===== src/rtl/adder_result_capture_if.sv =====
// Handshake and adder-side signals of the adder result capture stage.
// The slave modport is the capture stage. The master modport is whatever
// drives operands, supplies the adder outputs and consumes results.
interface adder_result_capture_if #(
  parameter int WIDTH = 16,
  parameter int CNT_W = 8
);
  logic             in_valid;
  logic             in_ready;
  logic [WIDTH-1:0] in_a;
  logic [WIDTH-1:0] in_b;
  logic [WIDTH-1:0] add_a;
  logic [WIDTH-1:0] add_b;
  logic [WIDTH-1:0] add_s;
  logic             add_cout;
  logic             out_valid;
  logic             out_ready;
  logic [WIDTH-1:0] out_sum;
  logic             out_cout;
  logic             out_ovf;
  logic             busy;
  logic [CNT_W-1:0] done_count;

  modport slave (
    input  in_valid, in_a, in_b, add_s, add_cout, out_ready,
    output in_ready, add_a, add_b, out_valid, out_sum, out_cout, out_ovf,
           busy, done_count
  );

  modport master (
    output in_valid, in_a, in_b, add_s, add_cout, out_ready,
    input  in_ready, add_a, add_b, out_valid, out_sum, out_cout, out_ovf,
           busy, done_count
  );
endinterface


===== src/rtl/adder_result_capture.sv =====
// Sequential wrapper around a gate-delayed ripple-carry adder. It registers
// an operand pair and holds it for SETTLE_CYCLES clocks while carries
// ripple. It then captures the adder's sum and carry, adds a signed-overflow
// flag and hands the result downstream. It also counts completed hand-offs,
// saturating at all-ones.
module adder_result_capture #(
  parameter int WIDTH         = 16,
  parameter int SETTLE_CYCLES = 4,
  parameter int CNT_W         = 8
) (
  input  logic                  clk,
  input  logic                  reset,
  adder_result_capture_if.slave bus
);

  if (SETTLE_CYCLES < 1) begin : g_bad_settle
    $error("adder_result_capture: SETTLE_CYCLES must be >= 1");
  end

  localparam int CW = (SETTLE_CYCLES > 1) ? $clog2(SETTLE_CYCLES) : 1;

  typedef enum logic [1:0] {
    ST_IDLE,
    ST_SETTLE,
    ST_HOLD
  } state_e;

  state_e           state_q, state_d;
  logic [CW-1:0]    cnt_q, cnt_d;
  logic [WIDTH-1:0] add_a_q, add_a_d;
  logic [WIDTH-1:0] add_b_q, add_b_d;
  logic [WIDTH-1:0] out_sum_q, out_sum_d;
  logic             out_cout_q, out_cout_d;
  logic             out_ovf_q, out_ovf_d;
  logic             out_valid_q, out_valid_d;
  logic [CNT_W-1:0] done_q, done_d;

  // Next-state and datapath decode for the accept / settle / hold sequence.
  always_comb begin
    // NOTE: every _d starts as a copy of its _q, so no path through the case
    // leaves a signal unassigned and no latch can be inferred.
    state_d     = state_q;
    cnt_d       = cnt_q;
    add_a_d     = add_a_q;
    add_b_d     = add_b_q;
    out_sum_d   = out_sum_q;
    out_cout_d  = out_cout_q;
    out_ovf_d   = out_ovf_q;
    out_valid_d = out_valid_q;
    done_d      = done_q;

    unique case (state_q)
      ST_IDLE: begin
        if (bus.in_valid) begin
          add_a_d = bus.in_a;
          add_b_d = bus.in_b;
          cnt_d   = CW'(SETTLE_CYCLES - 1);
          state_d = ST_SETTLE;
        end
      end
      ST_SETTLE: begin
        if (cnt_q != '0) begin
          cnt_d = cnt_q - CW'(1);
        end else begin
          // The operands have been stable for SETTLE_CYCLES full cycles,
          // so the ripple has finished and the adder outputs are valid.
          out_sum_d   = bus.add_s;
          out_cout_d  = bus.add_cout;
          out_ovf_d   = (add_a_q[WIDTH-1] == add_b_q[WIDTH-1]) &&
                        (bus.add_s[WIDTH-1] != add_a_q[WIDTH-1]);
          out_valid_d = 1'b1;
          state_d     = ST_HOLD;
        end
      end
      ST_HOLD: begin
        if (bus.out_ready) begin
          out_valid_d = 1'b0;
          state_d     = ST_IDLE;
          if (done_q != {CNT_W{1'b1}}) begin
            done_d = done_q + CNT_W'(1);
          end
        end
      end
      default: state_d = ST_IDLE;
    endcase
  end

  // State and datapath registers with a synchronous reset.
  always_ff @(posedge clk) begin
    // NOTE: the reset is sampled on the clock edge like any other input. A
    // reset in SETTLE or HOLD drops the transaction without an out_valid pulse.
    if (reset) begin
      state_q     <= ST_IDLE;
      cnt_q       <= '0;
      add_a_q     <= '0;
      add_b_q     <= '0;
      out_sum_q   <= '0;
      out_cout_q  <= 1'b0;
      out_ovf_q   <= 1'b0;
      out_valid_q <= 1'b0;
      done_q      <= '0;
    end else begin
      // NOTE: non-blocking assignments make every register take its _d value
      // from the same pre-edge snapshot, whatever order the lines are in.
      state_q     <= state_d;
      cnt_q       <= cnt_d;
      add_a_q     <= add_a_d;
      add_b_q     <= add_b_d;
      out_sum_q   <= out_sum_d;
      out_cout_q  <= out_cout_d;
      out_ovf_q   <= out_ovf_d;
      out_valid_q <= out_valid_d;
      done_q      <= done_d;
    end
  end

  assign bus.in_ready   = (state_q == ST_IDLE);
  assign bus.busy       = (state_q != ST_IDLE);
  assign bus.add_a      = add_a_q;
  assign bus.add_b      = add_b_q;
  assign bus.out_sum    = out_sum_q;
  assign bus.out_cout   = out_cout_q;
  assign bus.out_ovf    = out_ovf_q;
  assign bus.out_valid  = out_valid_q;
  assign bus.done_count = done_q;

endmodule


===== src/flat_wrapper.sv =====
// flat-port wrapper written by rule: the top's interface ports become plain ports
module adder_result_capture_flat 
#(
  parameter int WIDTH         = 16,
  parameter int SETTLE_CYCLES = 4,
  parameter int CNT_W         = 8
)
  (clk, reset, bus_in_valid, bus_in_a, bus_in_b, bus_add_s, bus_add_cout, bus_out_ready, bus_in_ready, bus_add_a, bus_add_b, bus_out_valid, bus_out_sum, bus_out_cout, bus_out_ovf, bus_busy, bus_done_count);
  adder_result_capture_if #(.WIDTH(WIDTH), .CNT_W(CNT_W)) bus_i ();
  input  logic clk;
  input  logic reset;
  input wire logic [$bits(bus_i.in_valid)-1:0] bus_in_valid;
  input wire logic [$bits(bus_i.in_a)-1:0] bus_in_a;
  input wire logic [$bits(bus_i.in_b)-1:0] bus_in_b;
  input wire logic [$bits(bus_i.add_s)-1:0] bus_add_s;
  input wire logic [$bits(bus_i.add_cout)-1:0] bus_add_cout;
  input wire logic [$bits(bus_i.out_ready)-1:0] bus_out_ready;
  output wire logic [$bits(bus_i.in_ready)-1:0] bus_in_ready;
  output wire logic [$bits(bus_i.add_a)-1:0] bus_add_a;
  output wire logic [$bits(bus_i.add_b)-1:0] bus_add_b;
  output wire logic [$bits(bus_i.out_valid)-1:0] bus_out_valid;
  output wire logic [$bits(bus_i.out_sum)-1:0] bus_out_sum;
  output wire logic [$bits(bus_i.out_cout)-1:0] bus_out_cout;
  output wire logic [$bits(bus_i.out_ovf)-1:0] bus_out_ovf;
  output wire logic [$bits(bus_i.busy)-1:0] bus_busy;
  output wire logic [$bits(bus_i.done_count)-1:0] bus_done_count;
  assign bus_i.in_valid = bus_in_valid;
  assign bus_i.in_a = bus_in_a;
  assign bus_i.in_b = bus_in_b;
  assign bus_i.add_s = bus_add_s;
  assign bus_i.add_cout = bus_add_cout;
  assign bus_i.out_ready = bus_out_ready;
  assign bus_in_ready = bus_i.in_ready;
  assign bus_add_a = bus_i.add_a;
  assign bus_add_b = bus_i.add_b;
  assign bus_out_valid = bus_i.out_valid;
  assign bus_out_sum = bus_i.out_sum;
  assign bus_out_cout = bus_i.out_cout;
  assign bus_out_ovf = bus_i.out_ovf;
  assign bus_busy = bus_i.busy;
  assign bus_done_count = bus_i.done_count;
  adder_result_capture #(.WIDTH(WIDTH), .SETTLE_CYCLES(SETTLE_CYCLES), .CNT_W(CNT_W)) u_core (.clk(clk), .reset(reset), .bus(bus_i));
endmodule

===== config.mk =====
export PLATFORM = sky130hd
export DESIGN_NAME = adder_result_capture_flat
export DESIGN_NICKNAME = d
export VERILOG_FILES = /design/src/rtl/adder_result_capture_if.sv /design/src/rtl/adder_result_capture.sv /design/src/flat_wrapper.sv
export SDC_FILE = /design/constraint.sdc
export NUM_CORES = 1
export LEC_CHECK = 0
export ABC_AREA = 1
export BUFFER_PORTS_ARGS = -buffer_cell sky130_fd_sc_hd__buf_4
export CAP_MARGIN = 40
export CELL_PAD_IN_SITES_DETAIL_PLACEMENT = 1
export CELL_PAD_IN_SITES_GLOBAL_PLACEMENT = 1
export CORE_AREA = 2 2 95 97
export CTS_CLUSTER_SIZE = 30
export DETAILED_ROUTE_END_ITERATION = 10
export DIE_AREA = 0 0 97 99
export PLACE_DENSITY = 0.78
export SLEW_MARGIN = 20
export SYNTH_ARGS = -nofsm -noshare
export SYNTH_HDL_FRONTEND = slang
export SYNTH_SLANG_ARGS = --single-unit

===== constraint.sdc =====
create_clock -name clk -period 1.1 [get_ports clk]
set_input_delay 0.055 -clock clk [delete_from_list [all_inputs] [get_ports clk]]
set_output_delay 0.055 -clock clk [all_outputs]
set_load 0.03 [all_outputs]

Yosys cells after proc, flatten, opt, wreduce, memory -nomap -nowiden
Index checks and enable logic that the tools add are counted.

cells by class
  bitwise logic cells = 1
  add/sub/neg operators = 2
  reductions and logical operators = 12
  eq/ne operators = 9
  multiplexer cells = 10
  multiply operators = 0
  divide/modulo/power cells = 0
  $lt $le $gt $ge = 0
  shift operators = 0

operators by type and width
  operator               number
  $reduce_and A3 Y1      4
  $mux W2                5
  $add A8 B1 Y8 const B  1
  $ne A8 B8 Y1 const B   1
  $reduce_bool A2 Y1     4
  $ne A2 B2 Y1 const B   3
  $pmux W2 S3            1
  $pmux W2 S2            1
  $reduce_and A2 Y1      2
  $eq A2 B1 Y1 const B   1
  $eq A2 B2 Y1 const B   1
  $logic_not A2 Y1       1
  $mux W1                2
  $ne A2 B1 Y1 const B   1
  $pmux W1 S2            1
  $sub A2 B1 Y2 const B  1
  $eq A1 B1 Y1           1
  $logic_and A1 B1 Y1    1
  $ne A1 B1 Y1           1
  $not A1 Y1             1

word-level totals
  word-level logic and storage cells = 43
  bits in writable memories = 0
  bits in registers = 63
  ROM bits = 0
  bits of input ports = 53
  memories kept = 0
  bits in latches = 0
  output and inout port bits = 61

Longest topological paths before layout
  word-level depth = 3
  mapped depth = 8

Worst setup path before layout
Ideal clock, no wire load.

  path type = reg-to-reg
  start = register u_core.done_q[0] (netlist: u_core.bus.done_count[0])
  end = register u_core.done_q[4] (netlist: u_core.bus.done_count[4])
  slack = -0.397 ns
  arrival time = 1.430 ns
  cell stages (with the launch flop) = 9
  path buffers = 1
  required time = 1.033 ns
  cells stage by stage = dfxtp_1 ha_1 nand2_1 nor2_1 nand2_2 buf_6 nand2_4 nand2_1 a21oi_2

between the ends
  word-level cells in the longest chain between the ends = 2
  elaborated cells between the ends (all ways) = 3
  classes of those cells = 1 x add/sub; 1 x eq/ne; 1 x reduce/logical

RTL lines
  what                                                   RTL line                     text
  start: declaration                                     adder_result_capture.sv:36   logic [CNT_W-1:0] done_q, done_d;
  start signal: assignment                               adder_result_capture.sv:113  done_q <= done_d;
  branches (longest 2 deep; another with $add A8 B1 Y8)  n/a

Parallel ways; which one is timed is not known.
A chain may end at the register's enable or synchronous reset.

Worst setup path in the final report
  start = register u_core.state_q[1]
  end = register u_core.out_ovf_q (netlist: u_core.bus.out_ovf)

between the ends
  word-level cells in the longest chain between the ends = 2

RTL lines
  what                         RTL line                     text
  start: declaration           adder_result_capture.sv:28   state_e state_q, state_d;
  start signal: assignment     adder_result_capture.sv:105  state_q <= state_d;
  $eq A2 B1 Y1                 adder_result_capture.sv:52   unique case (state_q)
  $reduce_and A2 Y1 (no line)  n/a
  end signal: assignment       adder_result_capture.sv:111  out_ovf_q <= out_ovf_d;
  end: declaration             adder_result_capture.sv:34   logic out_ovf_q, out_ovf_d;

Every way passes these cells.

==> metrics.md <==
| Metric | Value |
|---|---|
| Starting density of the core | `28.4%` |
| Vias in the first global route | `3032` |
| Number of warnings issued by yosys | `0` |
| Synth-to-layout area growth | `116%` |
| Number of buffers on the longest clock path | `2` |
| Hold Crit Class | `in2reg` |
| Detail Placement HPWL | `between 5 and 6 mm` |
| Die Area | `about 9600 um2` |
| Highest-delay cell along the critical path | `dfxtp_4` |
| First-pass GRT wire length | `about 15 mm` |
| DR WL/cell | `around 18 um` |
| Width of the die | `97 um` |
| Share of final-layout standard cells stronger than drive strength 1 | `between 50% and 60%` |
| CP Capture Type | `flip-flop` |
| Synthesized area per cell | `7.74 um2` |
| Clock input transition at the sequential cells of the worst setup and hold paths | `around 0.08 ns` |
| Final Cycle Share | `111%` |
| Startpoint types | `flip-flop` |
| Most numerous cell in the Yosys netlist | `nor2_1` |
| Ys flop type | `dfxtp_1` |
| Buffers & Inverters on Critical Path | `2` |
| Total nets after synthesis | `roughly 370` |
| Destination of the worst register-to-register timing path | `u_core.bus.out_ovf` |
| Final worst slack | `-0.120 ns` |
| Pwr Density | `1390 nW/um2` |
| Reported leakage power | `~2.3 nW` |
| Final non-filler cell total | `621` |
| Required time of the critical path | `1.32 ns` |
| M2 GR Usage | `between 30% and 40%` |
| EDFF count, synth | `0` |
| Area fraction of the dominant cell type after synthesis | `51.9%` |
| Vias post-DR | `2925` |
| Leftover overflow at the end of global routing | `0` |
| Min cycle time layout | `between 1 and 1.5 ns` |
| Reg2Reg Setup Slack | `-0.12 ns` |
| Leading post-synthesis cells by cell area | `dfxtp_1 (52%), nor2_1 (11%), nand2_1 (8.3%)` |
| Antenna violations before repair | `0` |
| Sequential fraction of the synthesis area | `about half` |
| Yosys reg bits | `63` |
| Number of standard-cell rows in the floorplan | `34` |
| Met3 global-route usage | `4.33%` |
| Asr flop ratio synth | `0%` |
| Max-capacitance violation count | `0` |
| Timing-limited maximum frequency | `0.819 GHz` |
| Setup-failing EPs final | `66` |
| CTS Root Cell | `clkbuf_8` |
| Result of the run | `finished with violations` |
| Via density per instance | `4.71` |
| Most Crowded Layer GR | `met2` |
| CTS buffer count | `9` |
| Cell Chain, Critical Path | `buf_6 -> nor2_4 -> nand2_8 -> clkbuf_16 -> nand2_4 -> a21oi_2` |
| Setup repair after global routing missed its margin | `yes` |
| Count of distinct cell types in the synthesized netlist | `26` |
| Highest net fanout along the worst path | `6` |
| Clock sink total | `63` |
| TritonCTS clock tree | `built` |
| Final clock skew | `0.0107 ns` |
| Routing usage on met1 | `19.6%` |
| Placement Setup Slack | `-0.148 ns` |
| Critical path data arrival time | `1.44 ns` |
| Number of nets in the final layout | `~560` |
| Max_slew headroom | `between 70% and 80%` |
| Number of antenna diodes | `0` |
| Final Total Pwr | `0.00730 W` |
| H-tree lvl count | `3` |
| Worst r2r src | `u_core.state_q[1]` |
| Largest vdd supply drop | `0.636 mV` |
| Failing checks | `setup timing` |
| Total standard cell area after synthesis | `2430 um2` |
| Starting DRC count in detailed routing | `52` |
| R2R depth | `6` |
| Number of fill cells | `approximately 930` |
| Synth cell count leaders | `nor2_1 (69), dfxtp_1 (63), nand2_1 (54), o21ai_0 (33), a21oi_1 (28)` |
| Final estimated routing congestion in global placement | `0.735` |
| Worst setup path class | `reg2reg` |
| Dominant cell type by area after synthesis | `dfxtp_1` |
| Wire length reported by the detailed router | `10.9 mm` |
| Gate count of the mapped netlist | `about 310` |
| Final core occ | `61.4%` |
| Overall track demand over capacity in global routing | `19.0%` |
| Chip height | `99 um` |
| Number of nets with antenna violations after routing | `0` |
| Hold-critical path endpoint | `u_core.bus.add_a[1]` |
| Hold_sp | `bus_in_a[1]` |
| Pre-Repair DR Iteration Count | `4` |
| Core Area | `8550 um2` |
| Port Buffers | `113` |
| Largest net degree at the start of global routing | `25` |
| Slew @ Worst Pin | `0.388 ns` |
| Endpoints failing hold | `0` |
| Number of pins exceeding their max-slew limit in the final report | `0` |
| Clock insertion delay at the later pin of the skew report | `0.35 ns` |
| Cell count after placement | `537` |
| Crit-path max cell delay | `0.37 ns` |
| Number of instances on the worst hold path | `3` |
| Count of boundary I/O pins | `~110` |
| # DRC | `0` |
| Cell type group with the largest total delay on the critical path | `flip-flops` |
## worst max-delay path by stage
stage	end	start	depth (start not counted)
after floorplan	u_core.bus.done_count[2]	u_core.bus.done_count[1]	7
after detailed placement	u_core.bus.done_count[1]	u_core.state_q[0]	6
after global routing	u_core.bus.add_a[0]	u_core.state_q[1]	7
after global placement	u_core.bus.done_count[5]	u_core.bus.done_count[1]	8
final	u_core.bus.out_ovf	u_core.state_q[1]	6
after CTS	u_core.bus.add_a[6]	u_core.state_q[1]	7
## kinds of logic after synthesis
| logic type | after synthesis | share of synthesized area [%] |
|---|---|---|
| flip-flops | 63 | 51.9 |
| AND/OR/NAND/NOR | 147 | 26.0 |
| AO/OA/AOI/OAI | 66 | 13.8 |
| buffers and inverters | 36 | 7.26 |
| adder cells (fa/ha/maj) | 2 | 1.03 |
## repair_timing
action	in CTS	in global routing
hold buffers	48	0
setup buffers	4	5
endpoints found under the setup margin	32	64
endpoints found under the hold margin	48	0
resized for setup	39	155
pin swaps	14	32
gates cloned	2	9
## where the power goes
group | internal [W] | switching, W | total (W)
Clock | 0.00149 | 0.00102 | 0.00251
Sequential | 0.00246 | 0.000150 | 0.00261
Combinational | 0.00100 | 0.00118 | 0.00218
Total | 0.00495 | 0.00235 | 0.00730
## layout by cell type (no fill, tap or decap), drive strengths merged
cell           n
dlygate4sd3   48
clkinv         5
nand4          3
a31oi          1
inv           19
nand3         12
clkbuf        17
bufinv         2
buf          143
nor3           1
ha             2
o21ai         36
nand2         59
nor2          73
dfxtp         63
a21oi         29
## registers in the layout, summed over array words and instances (netlist names)
name and flops:
u_core.bus.out_cout 1, u_core.bus.out_sum 16, u_core.cnt_q 2, u_core.bus.out_ovf 1, u_core.bus.add_b 16, u_core.bus.out_valid 1
u_core.state_q 2, u_core.bus.add_a 16, u_core.bus.done_count 8
## layer usage
metal	part of all wire (%)	vias to the layer above	wire length (um)
met3	4.0	22	438
met4	2.3	0	256
li1	-	1402	-
met5	0	-	0
met1	35	1414	3780
met2	59	87	6440
## worst register-to-register path, stage by stage (launching register included)
cell	delay (ns)
dfxtp_4	0.37
buf_6	0.12
nor2_4	0.15
nand2_8	0.14
clkbuf_16	0.21
nand2_4	0.06
a21oi_2	0.05
## final cells by class
cell class | instances | area, um2 | area share [%]
well taps | 108 | 135 | 2.58
repair buffers | 197 | 1830 | 34.8
inverters | 20 | 110 | 2.10
multi-input cells | 216 | 1630 | 31.0
clock buffers | 11 | 163 | 3.10
repair inverters | 1 | 16.3 | 0.310
clock inverters | 5 | 86.3 | 1.65
flip-flops and latches | 63 | 1280 | 24.4
## metrics by stage
| stage | hold WS (ns) | cell area [um2] | setup TNS [ns] |
|---|---|---|---|
| after floorplan | 0.124 | 2500 | -1.40 |
| after detailed placement | 0.298 | 3530 | -1.42 |
| after global routing | 0.0190 | 5250 | -8.24 |
| after global placement | 0.290 | 3530 | -0.228 |
| after CTS | 0.00188 | 4440 | -2.36 |
| final | 0.00195 | 5250 | -4.80 |
Note: power is estimated with default switching activity, not from simulation.
